### config.mk
export PLATFORM = sky130hd
export DESIGN_NAME = serial_addsub
export DESIGN_NICKNAME = d
export VERILOG_FILES = /design/src/rtl/serial_addsub.sv
export SDC_FILE = /design/constraint.sdc
export NUM_CORES = 1
export LEC_CHECK = 0
export ABC_AREA = 1
export CAP_MARGIN = 20
export CORE_ASPECT_RATIO = 1.5
export CORE_UTILIZATION = 35
export CTS_BUF_LIST = sky130_fd_sc_hd__clkbuf_2 sky130_fd_sc_hd__clkbuf_4 sky130_fd_sc_hd__clkbuf_8
export CTS_CLUSTER_SIZE = 10
export DETAILED_ROUTE_END_ITERATION = 8
export DONT_BUFFER_PORTS = 1
export PLACE_DENSITY = 0.57
export SYNTH_ARGS = -nofsm -noshare
export SYNTH_HDL_FRONTEND = slang
export SYNTH_SLANG_ARGS = --single-unit
### constraint.sdc
create_clock -name clk -period 2.2 [get_ports clk]
set_input_delay 0.11 -clock clk [delete_from_list [all_inputs] [get_ports clk]]
set_output_delay 0.11 -clock clk [all_outputs]
set_load 0.01 [all_outputs]
### src/rtl/serial_addsub.sv
// Bit-serial two's-complement adder/subtractor, LSB first, one bit per clock.
// Ports: clk, rst_n (sync, active-low), start/sub/a/b in; busy/done/result/carry/overflow out.
module serial_addsub #(
  parameter int WIDTH = 8,
  parameter int CNT_W = 3
) (
  input  logic             clk,
  input  logic             rst_n,
  input  logic             start,
  input  logic             sub,
  input  logic [WIDTH-1:0] a,
  input  logic [WIDTH-1:0] b,
  output logic             busy,
  output logic             done,
  output logic [WIDTH-1:0] result,
  output logic             carry,
  output logic             overflow
);

  typedef enum logic [1:0] {
    S_IDLE,
    S_RUN,
    S_DONE
  } state_t;

  localparam logic [CNT_W-1:0] LAST   = CNT_W'(WIDTH - 1);
  localparam logic [CNT_W-1:0] PENULT = CNT_W'(WIDTH - 2);

  state_t           r_state;
  state_t           w_next;
  logic             r_busy;
  logic             r_done;
  logic [WIDTH-1:0] r_sa;
  logic [WIDTH-1:0] r_sb;
  logic [WIDTH-1:0] r_acc;
  logic [WIDTH-1:0] r_result;
  logic [CNT_W-1:0] r_cnt;
  logic             r_cff;
  logic             r_cmsb;
  logic             r_carry;
  logic             r_ovf;

  logic             w_run;
  logic             w_accept;
  logic             w_last;
  logic             w_penult;
  logic             w_s;
  logic             w_co;

  assign w_run    = (r_state == S_RUN);
  assign w_accept = !w_run && start;
  assign w_last   = (r_cnt == LAST);
  assign w_penult = (r_cnt == PENULT);

  // The single full-adder cell.
  assign w_s  = r_sa[0] ^ r_sb[0] ^ r_cff;
  assign w_co = (r_sa[0] & r_sb[0])
              | (r_sa[0] & r_cff)
              | (r_sb[0] & r_cff);

  always_comb begin
    w_next = r_state;
    unique case (r_state)
      S_IDLE:  if (start) w_next = S_RUN;
      S_RUN:   if (w_last) w_next = S_DONE;
      S_DONE:  w_next = start ? S_RUN : S_IDLE;
      default: w_next = S_IDLE;
    endcase
  end

  // busy/done come straight from flops so no input reaches an output.
  always_ff @(posedge clk) begin
    if (!rst_n) begin
      r_state <= S_IDLE;
      r_busy  <= 1'b0;
      r_done  <= 1'b0;
    end else begin
      r_state <= w_next;
      r_busy  <= (w_next == S_RUN);
      r_done  <= (w_next == S_DONE);
    end
  end

  always_ff @(posedge clk) begin
    if (!rst_n) begin
      r_sa     <= '0;
      r_sb     <= '0;
      r_acc    <= '0;
      r_result <= '0;
      r_cnt    <= '0;
      r_cff    <= 1'b0;
      r_cmsb   <= 1'b0;
      r_carry  <= 1'b0;
      r_ovf    <= 1'b0;
    end else if (w_accept) begin
      // Subtract as a + ~b + 1: the +1 rides in on the carry flop.
      r_sa  <= a;
      r_sb  <= sub ? ~b : b;
      r_cff <= sub;
      r_cnt <= '0;
    end else if (w_run) begin
      r_acc <= {w_s, r_acc[WIDTH-1:1]};
      r_sa  <= r_sa >> 1;
      r_sb  <= r_sb >> 1;
      r_cff <= w_co;
      r_cnt <= r_cnt + 1'b1;
      // Carry out of bit WIDTH-2 is the carry into the MSB.
      if (w_penult) r_cmsb <= w_co;
      if (w_last) begin
        r_result <= {w_s, r_acc[WIDTH-1:1]};
        r_carry  <= w_co;
        r_ovf    <= w_co ^ r_cmsb;
      end
    end
  end

  assign busy     = r_busy;
  assign done     = r_done;
  assign result   = r_result;
  assign carry    = r_carry;
  assign overflow = r_ovf;

endmodule

; Word level (Yosys, flattened, before mapping)
; Index checks and enable logic that the tools add are counted.
[classes]
add_sub_neg = 1
n_bitwise = 11
eq_ne = 6
reduce_logical = 8
mux = 11
[op_table]
columns = operator, count
row1 = 2-to-1 mux 8 bit, 5
row2 = NOT 8 bit, 1
row3 = "== test 3 bit, second input constant", 2
row4 = case mux 2 bit (3 select lines), 1
row5 = AND reduction 3 bit, 2
row6 = "== test 2 x 1 -> 1 bit, second input constant", 2
row7 = "== test 2 bit, second input constant", 2
row8 = 2-to-1 mux 2 bit, 2
row9 = "adder 3 x 1 -> 3 bit, second input constant", 1
row10 = bitwise AND 1 bit, 3
row11 = 2-to-1 mux 1 bit, 3
row12 = XOR 1 bit, 3
row13 = logical NOT 2 bit, 1
row14 = NOT 1 bit, 2
row15 = bitwise OR 1 bit, 2
row16 = AND reduction 2 bit, 1
row17 = nonzero test 2 bit, 1
row18 = OR reduction 2 bit, 1
row19 = logical AND 1 bit, 1
row20 = logical NOT 1 bit, 1
[totals]
inputBits = 20
out_inout_bits = 12
reg_bits = 43

; Longest topological paths before layout
; Gate-level depths: netlist (run 1).
[logic_depth]
depth_word = 5
mapped_depth = 8

; Least setup slack after synthesis (run 1)
; OpenSTA, ideal clock, no wires.
[synth_path]
path_type = flip-flop to flip-flop
from = reg r_sa[0]
to = reg r_ovf (netlist: overflow)
period_less_slack_ns = 1.203
path_stages_with_launch = 5
path_buffers = 0
arrival_ns = 1.087
path_slack_ns = 0.997
path_cell_list = dfxtp_1 -> fa_1 -> xor2_1 -> nor2_1 -> nor2_1
[synth_via]
elab_chain_cells = 4
elab_cells_between_ends = 5
classes_between = bitwise: 5
[synth_lines]
columns = item, line_no
row1 = "start, declared", 33  ; logic [WIDTH-1:0] r_sa;
row2 = "start signal, assigned", 103  ; r_sa <= r_sa >> 1;
row3 = "bitwise AND 1 bit, on equally long branches", "57, 58"
row4 = bitwise OR 1 bit (*), 58  ; | (r_sa[0] & r_cff)
row5 = bitwise OR 1 bit (*), 59  ; | (r_sb[0] & r_cff);
row6 = via w_co, 48  ; logic w_co;
row7 = XOR 1 bit (*), 112  ; r_ovf <= w_co ^ r_cmsb;
row8 = "end signal, assigned", 112
row9 = "end, declared", 41  ; logic r_ovf;
; The timed path passes the listed nets; every way through them passes the cells marked *.
; A chain may end at the register's enable or synchronous reset.

; Worst setup path after layout (run 1)
[layout_path]
from = reg r_state[0]
to = reg r_result[7] (netlist: result[7])
[layout_via]
elab_chain_cells = 5
[layout_lines]
columns = item, line_no
row1 = "start, declared", 29  ; state_t r_state;
row2 = "start signal, assigned", 78  ; r_state <= w_next;
row3 = == test 2 x 1 -> 1 bit (*), 50  ; assign w_run = (r_state == S_RUN);
row4 = logical NOT 1 bit, 51  ; assign w_accept = !w_run && start;
row5 = logical AND 1 bit, 51
row6 = NOT 1 bit (no source line), -
row7 = AND reduction 3 bit (no source line) (*), -
row8 = "end signal, assigned", 110  ; r_result <= {w_s, r_acc[WIDTH-1:1]};
row9 = "end, declared", 36  ; logic [WIDTH-1:0] r_result;
; Every way passes the cells marked *; elsewhere a longest branch is shown, timed or not.

==> metrics.txt, run 1 <==
Leak Pwr 0.913 nW; mean number of vias per cell 4.73; Die Wd 61.7 um; fin util 0.385; Setup crit start r_state[0]$_SDFF_PN0_; grt ovf 0; Reg power frac 0.561; Final ANT Viol Nets 0; CP startpoint kind register; PortBufs 0; Pwr per Cell Area 734 nW/um2; crit path DAT 1.64 ns; Worst path slowest cell dfxtp_1; MaxCap Viol Count 0; Total Routing Usage GR 0.141; Hold Crit Class primary input to register; pin count of the biggest net entering global routing 39; # diodes 0; Psw 0.000360 W; std cell rows 32; combinational power share 0.106; startpoint of the lowest-slack hold path sub; number of global-route vias before repair 1445; Syn Area/Cell 7.52 um2; minimum clock period 1.41 ns; H-Tree Depth 2; initial drt markers 53; CP most frequent cell nand2_1; Starting Density 0.363; RSZ-0062 raised after global routing no; CP endpoint kind register; crit-path max FO 38; DIE HEIGHT 91.6 um; Clk pwr share 0.333; syn_nets 273; status complete, no violations; Worst slew margin 0.448; flop and latch count out of synthesis 42; Slew @ Worst Pin 0.825 ns; clk_lat worst skew 0.29 ns; Clk pin slew, worst setup/hold paths 0.07 ns; internal power 0.00110 W; crit-path cells nand2_4, nor2_4, nand2_1, inv_1, nand2_1, nand2_1; CP max stage delay 0.39 ns; CTS resizes 0; initial antenna violation count 0; routed len/inst 11.6 um; YS warnings 0; WS Path Type register to register; # DRC 0; WL met3 146 um; clock root cell clkbuf_8; Max VDD drop 0.374 mV; fmax 711 MHz; I/O Pins 32; global-route wire length before repair 5970 um; area grow syn2layout 6.08%; setup total negative slack 0 ns; Syn Std Cell Area 1870 um2; switching portion of total power 0.247; met1 WL 1630 um; Hold Fails Final Rpt 0; CTS max path bufs 2; crit-path leading delay family simple AND/OR/NAND/NOR gates; highest routed layer met4; detailed-route wire length 3650 um; Max Transition Viols Final 0; Yosys cell types 25; Buf/Inv on CP 1; Clock Sinks 42; drt pass-1 iters 4; Setup Skew 0.00391 ns; Mapped Cells 249; placer congestion estimate 0.707; # Post-CTS Setup Buffers 0; TritonCTS clock tree built; hold buffer count at cts 4; hpwl dp 2380 um; final setup violation count 0; Core ar. 5160 um2; share of cells above drive strength 1 0.0688; worst r2r src r_state[0]$_SDFF_PN0_; Die Area 5650 um2; critical path data required time 2.43 ns; Seq/Total Area, Yosys 0.449; nets 271; wire length on met2 1840 um; Tcrit/Tclk final 0.639; Inserted Clock Buffers 5; via count 1491
[kinds of logic (layout without fill, tap and decap cells)]
| kind of cell | count (synthesis) | in the layout | synth area share |
|---|---|---|---|
| compound gates | 27 | 27 | 0.0802 |
| fa+ha+maj | 4 | 4 | 0.0307 |
| simple gates | 132 | 132 | 0.306 |
| buf+inv | 36 | 34 | 0.0968 |
| xor+xnor | 8 | 8 | 0.0374 |
| flops | 42 | 42 | 0.449 |
[Yosys cell counts, drive strengths merged]
| cell type | instances | share of area |
|---|---|---|
| a211oi | 2 | 0.013 |
| a21oi | 11 | 0.029 |
| buf | 12 | 0.049 |
| clkbuf | 1 | 0.0020 |
| clkinv | 1 | 0.0020 |
| dfxtp | 42 | 0.45 |
| fa | 1 | 0.011 |
| ha | 3 | 0.020 |
| inv | 22 | 0.044 |
| nand2 | 53 | 0.11 |
| nand3 | 35 | 0.094 |
| nor2 | 42 | 0.092 |
| nor3 | 1 | 0.0027 |
| o21ai | 14 | 0.037 |
| or2 | 1 | 0.0033 |
| xnor2 | 6 | 0.028 |
| xor2 | 2 | 0.0094 |
[area by class of cell]
class,count,area (um2)
clock buffers,7,83.8
fillers,552,3180
repair buffers,4,40.0
well taps,68,85.1
inverters,23,86.3
flip-flops and latches,42,841
multi-input cells,171,851
[path summary, 6_finish.rpt]
| check | endpoint | slack (ns) | cells past startpoint |
|---|---|---|---|
| max | result[7]$_SDFFE_PN0P_ | 0.79 | 6 |
| min | r_sb[7]$_SDFFE_PN0P_ | 0.02 | 3 |
| max reg2reg | result[7]$_SDFFE_PN0P_ | 0.79 | 6 |
| min reg2reg | r_sb[7]$_SDFFE_PN0P_ | 0.46 | 2 |
[flip-flops by register name, summed over array words and instances (netlist names)]
register  cells
busy          1
carry         1
done          1
overflow      1
r_acc         7
r_cff         1
r_cmsb        1
r_cnt         3
r_sa          8
r_sb          8
r_state       2
result        8
[worst reg2reg max path, delay by kind of cell (launching register included)]
family,cells,cell delay (ns)
flops,1,0.39
simple gates,5,0.82
buf+inv,1,0.15
[stage by stage]
step / power, W / setup slack [ns] / std cells / hold WS, ns / instance area [um2]
floorplan: 0.000983 / 0.997 / 249 / 0.253 / 1870
global placement: 0.000979 / 0.793 / 304 / 0.213 / 1860
detailed placement: 0.000981 / 0.782 / 304 / 0.218 / 1860
CTS: 0.00148 / 0.749 / 315 / 0.00388 / 1990
global route: 0.00153 / 0.623 / 315 / 0.0202 / 1990
finish: 0.00146 / 0.794 / 315 / 0.0151 / 1990
[cell usage in the layout (no fill, tap or decap)]
master,count
clkbuf_8,5
o21ai_0,9
nand2_1,51
dfxtp_1,42
nand3_1,35
xor2_1,2
clkbuf_4,2
fa_1,1
nor3_1,1
o21ai_1,5
or2_1,1
nor2_4,2
nor2_1,40
clkinv_1,1
ha_1,3
nand2_4,2
inv_1,18
xnor2_1,6
inv_2,4
dlygate4sd3_1,4
a21oi_1,11
a211oi_2,2
[metal layers]
metal | up-vias | track usage
met3 | 3 | 0.0427
li1 | 777 | -
met2 | 29 | 0.251
met4 | 0 | 0.0444
met5 | - | 0
met1 | 682 | 0.151
[power by group through the flow]
stage / Clock, W / Combinational, W / Sequential, W
floorplan: 0 / 0.000151 / 0.000831
global route: 0.000531 / 0.000181 / 0.000821
CTS: 0.000505 / 0.000158 / 0.000818
detailed placement: 0 / 0.000145 / 0.000836
finish: 0.000486 / 0.000155 / 0.000818
global placement: 0 / 0.000143 / 0.000836
Power figures use the tool's default switching activity.
==> run 2: changes to the inputs <==
--- a/config.mk
+++ b/config.mk
@@ -13,7 +13,7 @@
 export CTS_CLUSTER_SIZE = 10
 export DETAILED_ROUTE_END_ITERATION = 8
 export DONT_BUFFER_PORTS = 1
-export PLACE_DENSITY = 0.57
+export PLACE_DENSITY = 0.59
 export SYNTH_ARGS = -nofsm -noshare
 export SYNTH_HDL_FRONTEND = slang
 export SYNTH_SLANG_ARGS = --single-unit
==> constraint.sdc (replaced) <==
create_clock -name clk -period 1.2 [get_ports clk]
set_input_delay 0.06 -clock clk [delete_from_list [all_inputs] [get_ports clk]]
set_output_delay 0.06 -clock clk [all_outputs]
set_load 0.01 [all_outputs]
==> run 2 against run 1 <==
Effect of this change: the flow now finishes with violations (negative hold slack); clock power increased by 130%; design area rose by 10%; global-route usage is 0.98 points higher; hold slack worse by 0.15 ns; setup slack got worse by 0.79 ns; die area did not move; core utilization is 3.9 points higher; count of clock-buffer cells in the layout down 1.
==> metrics.txt, run 2 (synthesis results as in run 1) <==
# diodes 0; final cell count without fillers 327; Clk pin slew, worst setup/hold paths 0.08 ns; CP endpoint kind register; Starting Density 0.363; pin count of the biggest net entering global routing 28; MaxCap Viol Count 0; Min Hold Slack -0.130 ns; WS Path Type register to register; CP startpoint kind register; internal power 0.00227 W; Pwr per Cell Area 1350 nW/um2; Die Area 5650 um2; hold buffer count at cts 4; grt ovf 0; status finished with violations; final setup violation count 0; minimum clock period 1.19 ns; area grow syn2layout 16.8%; Setup Skew 0.00683 ns; CTS max path bufs 2; PortBufs 0; mean number of vias per cell 4.65; Hold Fails Final Rpt 28; Cells after DPL 314; share of cells above drive strength 1 0.170; Hold Crit Class primary input to register; Total Power 0.00296 W; Die Wd 61.7 um; Final ANT Viol Nets 0; initial antenna violation count 0; Tcrit/Tclk final 0.994; RSZ-0062 raised after global routing yes; Worst slew margin 0.699; nets 283; Leak Pwr 0.984 nW; placer congestion estimate 0.709; CP max stage delay 0.36 ns; routed len/inst 11.5 um; detailed-route wire length 3750 um; Core ar. 5160 um2; Psw 0.000690 W; Clock Sinks 42; leading cell types in the layout, fill and taps excluded nand2_1, dfxtp_1, nor2_1; DIE HEIGHT 91.6 um; Clk pwr share 0.382; switching portion of total power 0.233; crit-path max FO 2; Inserted Clock Buffers 5; initial drt markers 95; combinational power share 0.111; number of global-route vias before repair 1503; TritonCTS clock tree built; # DRC 0; H-Tree Depth 2; global-route wire length before repair 6430 um; crit-path cells buf_4, inv_1, ha_1, or2_1, a21oi_2; hpwl dp 2600 um; Reg power frac 0.507; fmax 838 MHz; Max Transition Viols Final 0; I/O Pins 32; critical path data required time 1.42 ns; via count 1520; Slew @ Worst Pin 0.451 ns; clk_lat worst skew 0.29 ns; Worst path slowest cell dfxtp_2; commonest non-fill, non-tap cell in the layout nand2_1; Max VDD drop 0.723 mV; Total Routing Usage GR 0.151; drt pass-1 iters 4; clock root cell clkbuf_8; crit path DAT 1.42 ns; std cell rows 32; failing checks negative hold slack
run 2: changes by cell type in the layout (fill, tap and decap cells not counted), moves of 3 or more:
cell	change
buf_4	+9
o21ai_1	+5
inv_1	-3
dfxtp_1	-3
dfxtp_2	+3
o21ai_0	-6
run 2: power groups by stage:
stage / Combinational [W] / Sequential, W / Clock (W)
final: 0.000330 / 0.00150 / 0.00113
after global routing: 0.000379 / 0.00151 / 0.00122
after CTS: 0.000333 / 0.00150 / 0.00115
after global placement: 0.000313 / 0.00153 / 0
after floorplan: 0.000278 / 0.00152 / 0
after detailed placement: 0.000320 / 0.00153 / 0
run 2: metrics by stage:
step	setup WS, ns	cell area [um2]	hold WS [ns]	TNS, ns	utilization
4_1_cts	-0.0173	2150	-0.132	-0.0465	0.415
3_3_place_gp	-0.0401	1970	0.163	-0.181	0.381
3_5_place_dp	-0.0755	1970	0.166	-0.534	0.381
5_1_grt	-0.0691	2190	-0.135	-0.590	0.424
2_1_floorplan	0.0397	1880	0.203	0	-
6_report	0.00680	2190	-0.130	0	0.424
run 2: cell type report:
class | instances | area [um2]
Clock buffer | 6 | 82.6
Timing Repair Buffer | 16 | 159
Multi-Input combinational cell | 171 | 896
Inverter | 23 | 91.3
Fill cell | 525 | 2980
Tap cell | 68 | 85.1
Clock inverter | 1 | 30.0
Sequential cell | 42 | 845
run 2: path summary, 6_finish.rpt:
check | startpoint | endpoint | slack, ns | cells after the start
min | rst_n | result[0]$_SDFFE_PN0P_ | -0.13 | 2
max | r_cnt[0]$_SDFFE_PP0P_ | r_cnt[1]$_SDFFE_PP0P_ | 0.007 | 5
max reg2reg | r_cnt[0]$_SDFFE_PP0P_ | r_cnt[1]$_SDFFE_PP0P_ | 0.007 | 5
min reg2reg | r_sb[7]$_SDFFE_PN0P_ | r_sb[7]$_SDFFE_PN0P_ | 0.47 | 2
run 2: critical path: cells and delay by family (launching register included):
| kind | cells | cell delay (ns) |
|---|---|---|
| AOI/OAI and AO/OA | 1 | 0.13 |
| adders and majority gates | 1 | 0.25 |
| buffers and inverters | 2 | 0.15 |
| DFF | 1 | 0.36 |
| and+or+nand+nor | 1 | 0.22 |
run 2: routing by layer:
metal	share of wire	vias to the layer above	track usage
met5	0	-	0
li1	-	804	-
met1	0.44	680	0.175
met3	0.042	4	0.0370
met2	0.50	32	0.258
met4	0.015	0	0.0519
run 2: timing repair:
item / 4_1_cts / 5_1_grt
hold endpoints to repair: 32 / 28
gates resized for setup: 11 / 14
pin swaps: 1 / 6
setup buffers: 2 / 0
setup endpoints to repair: 11 / 21
==> run 3: changes to the inputs <==
==> constraint.sdc (replaced) <==
create_clock -name clk -period 1 [get_ports clk]
set_input_delay 0.05 -clock clk [delete_from_list [all_inputs] [get_ports clk]]
set_output_delay 0.05 -clock clk [all_outputs]
set_load 0.01 [all_outputs]
==> run 3 against run 2 <==
Effect of this change: core utilization up 3.2 points; design area up 7.5%; clock power about the same; power up 15%; non-clock buffer count up 4; sequential share of layout area down 2.5 points; the flow finishes with violations (negative hold slack, negative setup slack); die area unchanged; highest routed layer unchanged; sequential cell count unchanged.
==> metrics.txt, run 3 (synthesis results as in run 1) <==
status finished with violations; failing checks negative hold slack, negative setup slack; clk_lat worst skew 0.29 ns; Final Cell Area 2350 um2; commonest non-fill, non-tap cell in the layout nand2_1; critical path data required time 1.19 ns; initial drt markers 54; Max VDD drop 0.901 mV; Total Routing Usage GR 0.159; via count 1553; Leak Pwr 1.03 nW; CP max stage delay 0.36 ns; switching portion of total power 0.254; placer congestion estimate 0.759; CTS max path bufs 2; Min Hold Slack -0.132 ns; number of global-route vias before repair 1548; Core ar. 5160 um2; Clk pwr share 0.329; fmax 815 MHz; TritonCTS clock tree built; Place WS -0.242 ns; final setup violation count 39; Total Power 0.00340 W; area grow syn2layout 25.7%; hpwl dp 2610 um; detailed-route wire length 4030 um; hold buffer count at cts 4; global-route wire length before repair 6680 um; Setup Skew 0.00887 ns; Filler cells 536; Psw 0.000864 W; CP endpoint kind register; Worst path slowest cell dfxtp_2; Tcrit/Tclk final 1.23; std cell rows 32; # DRC 0; Buf/Inv on CP 2; DIE HEIGHT 91.6 um; # diodes 0; Inserted Clock Buffers 5; routed len/inst 12.1 um; PortBufs 0; Seq. cell area 848 um2; area occupied by multi-input gates 1000 um2; pin count of the biggest net entering global routing 28; RSZ-0062 raised after global routing yes; CP startpoint kind register; Die Wd 61.7 um; nets 288; initial antenna violation count 0; Hold Fails Final Rpt 29; leading cell types in the layout, fill and taps excluded nand2_1, nor2_1, dfxtp_1; Hold Crit Class primary input to register; MaxCap Viol Count 0; Starting Density 0.363; drt pass-1 iters 4; I/O Pins 32; Clock Sinks 42; Final ANT Viol Nets 0; WS Path Type register to register; H-Tree Depth 2; Reg power frac 0.533; final cell count without fillers 333; crit-path leading delay family flip-flops; clock root cell clkbuf_8; share of cells above drive strength 1 0.257; Max Transition Viols Final 0; combinational power share 0.138; Clk pin slew, worst setup/hold paths 0.08 ns; grt ovf 0; fin worst setup slack -0.227 ns; crit path DAT 1.41 ns; Slew @ Worst Pin 0.454 ns; Cells after DPL 313; mean number of vias per cell 4.66; Pwr per Cell Area 1440 nW/um2; Worst slew margin 0.697; internal power 0.00253 W; Die Area 5650 um2; minimum clock period 1.23 ns; crit-path cells ha_4, ha_4, inv_2, nor2_4, clkinvlp_4, nor2_1, nor2_1; area post-placement 2030 um2; crit-path max FO 5
==> run 3: final cells by class <==
| type | count | area share |
|---|---|---|
| timing repair inverter | 1 | 0.00319 |
| tap | 68 | 0.0362 |
| inverter | 23 | 0.0409 |
| multi-input combinational | 171 | 0.425 |
| timing repair buffer | 20 | 0.0941 |
| clock buffer | 6 | 0.0351 |
| sequential | 42 | 0.360 |
| clock inverter | 2 | 0.00532 |
==> run 3: power by group through the flow <==
stage	Sequential [W]	Clock [W]	Combinational, W
floorplan	0.00183	0	0.000349
CTS	0.00181	0.00116	0.000445
global route	0.00182	0.00123	0.000526
global placement	0.00184	0	0.000382
detailed placement	0.00185	0	0.000386
finish	0.00181	0.00112	0.000469
==> run 3: worst paths after layout <==
kind | start | end | slack (ns) | cells past startpoint
min reg2reg | r_sb[7]$_SDFFE_PN0P_ | r_sb[7]$_SDFFE_PN0P_ | 0.46 | 2
max reg2reg | r_cnt[1]$_SDFFE_PP0P_ | result[0]$_SDFFE_PN0P_ | -0.23 | 7
min | rst_n | r_sa[4]$_SDFFE_PN0P_ | -0.13 | 2
max | r_cnt[1]$_SDFFE_PP0P_ | result[0]$_SDFFE_PN0P_ | -0.23 | 7
==> run 3: timing repair <==
action	in CTS	in global routing
endpoints found under the hold margin	33	29
pin swaps	5	5
setup buffers	4	3
setup endpoints to repair	32	42
resized for setup	16	14
cloned	2	0
==> run 3: per-layer routing <==
layer / vias to the layer above / share of wire / routed length [um] / global-route usage
met5: - / 0 / 0 / 0
met4: 0 / 0.0082 / 33 / 0.0519
met3: 2 / 0.029 / 117 / 0.0413
met2: 23 / 0.54 / 2170 / 0.283
met1: 714 / 0.43 / 1710 / 0.174
li1: 814 / - / - / -
==> run 3: stage by stage <==
step | util | setup TNS, ns
finish | 0.456 | -4.87
global route | 0.456 | -7.33
CTS | 0.441 | -4.72
detailed placement | 0.394 | -3.44
global placement | 0.394 | -2.62
floorplan | - | -1.15
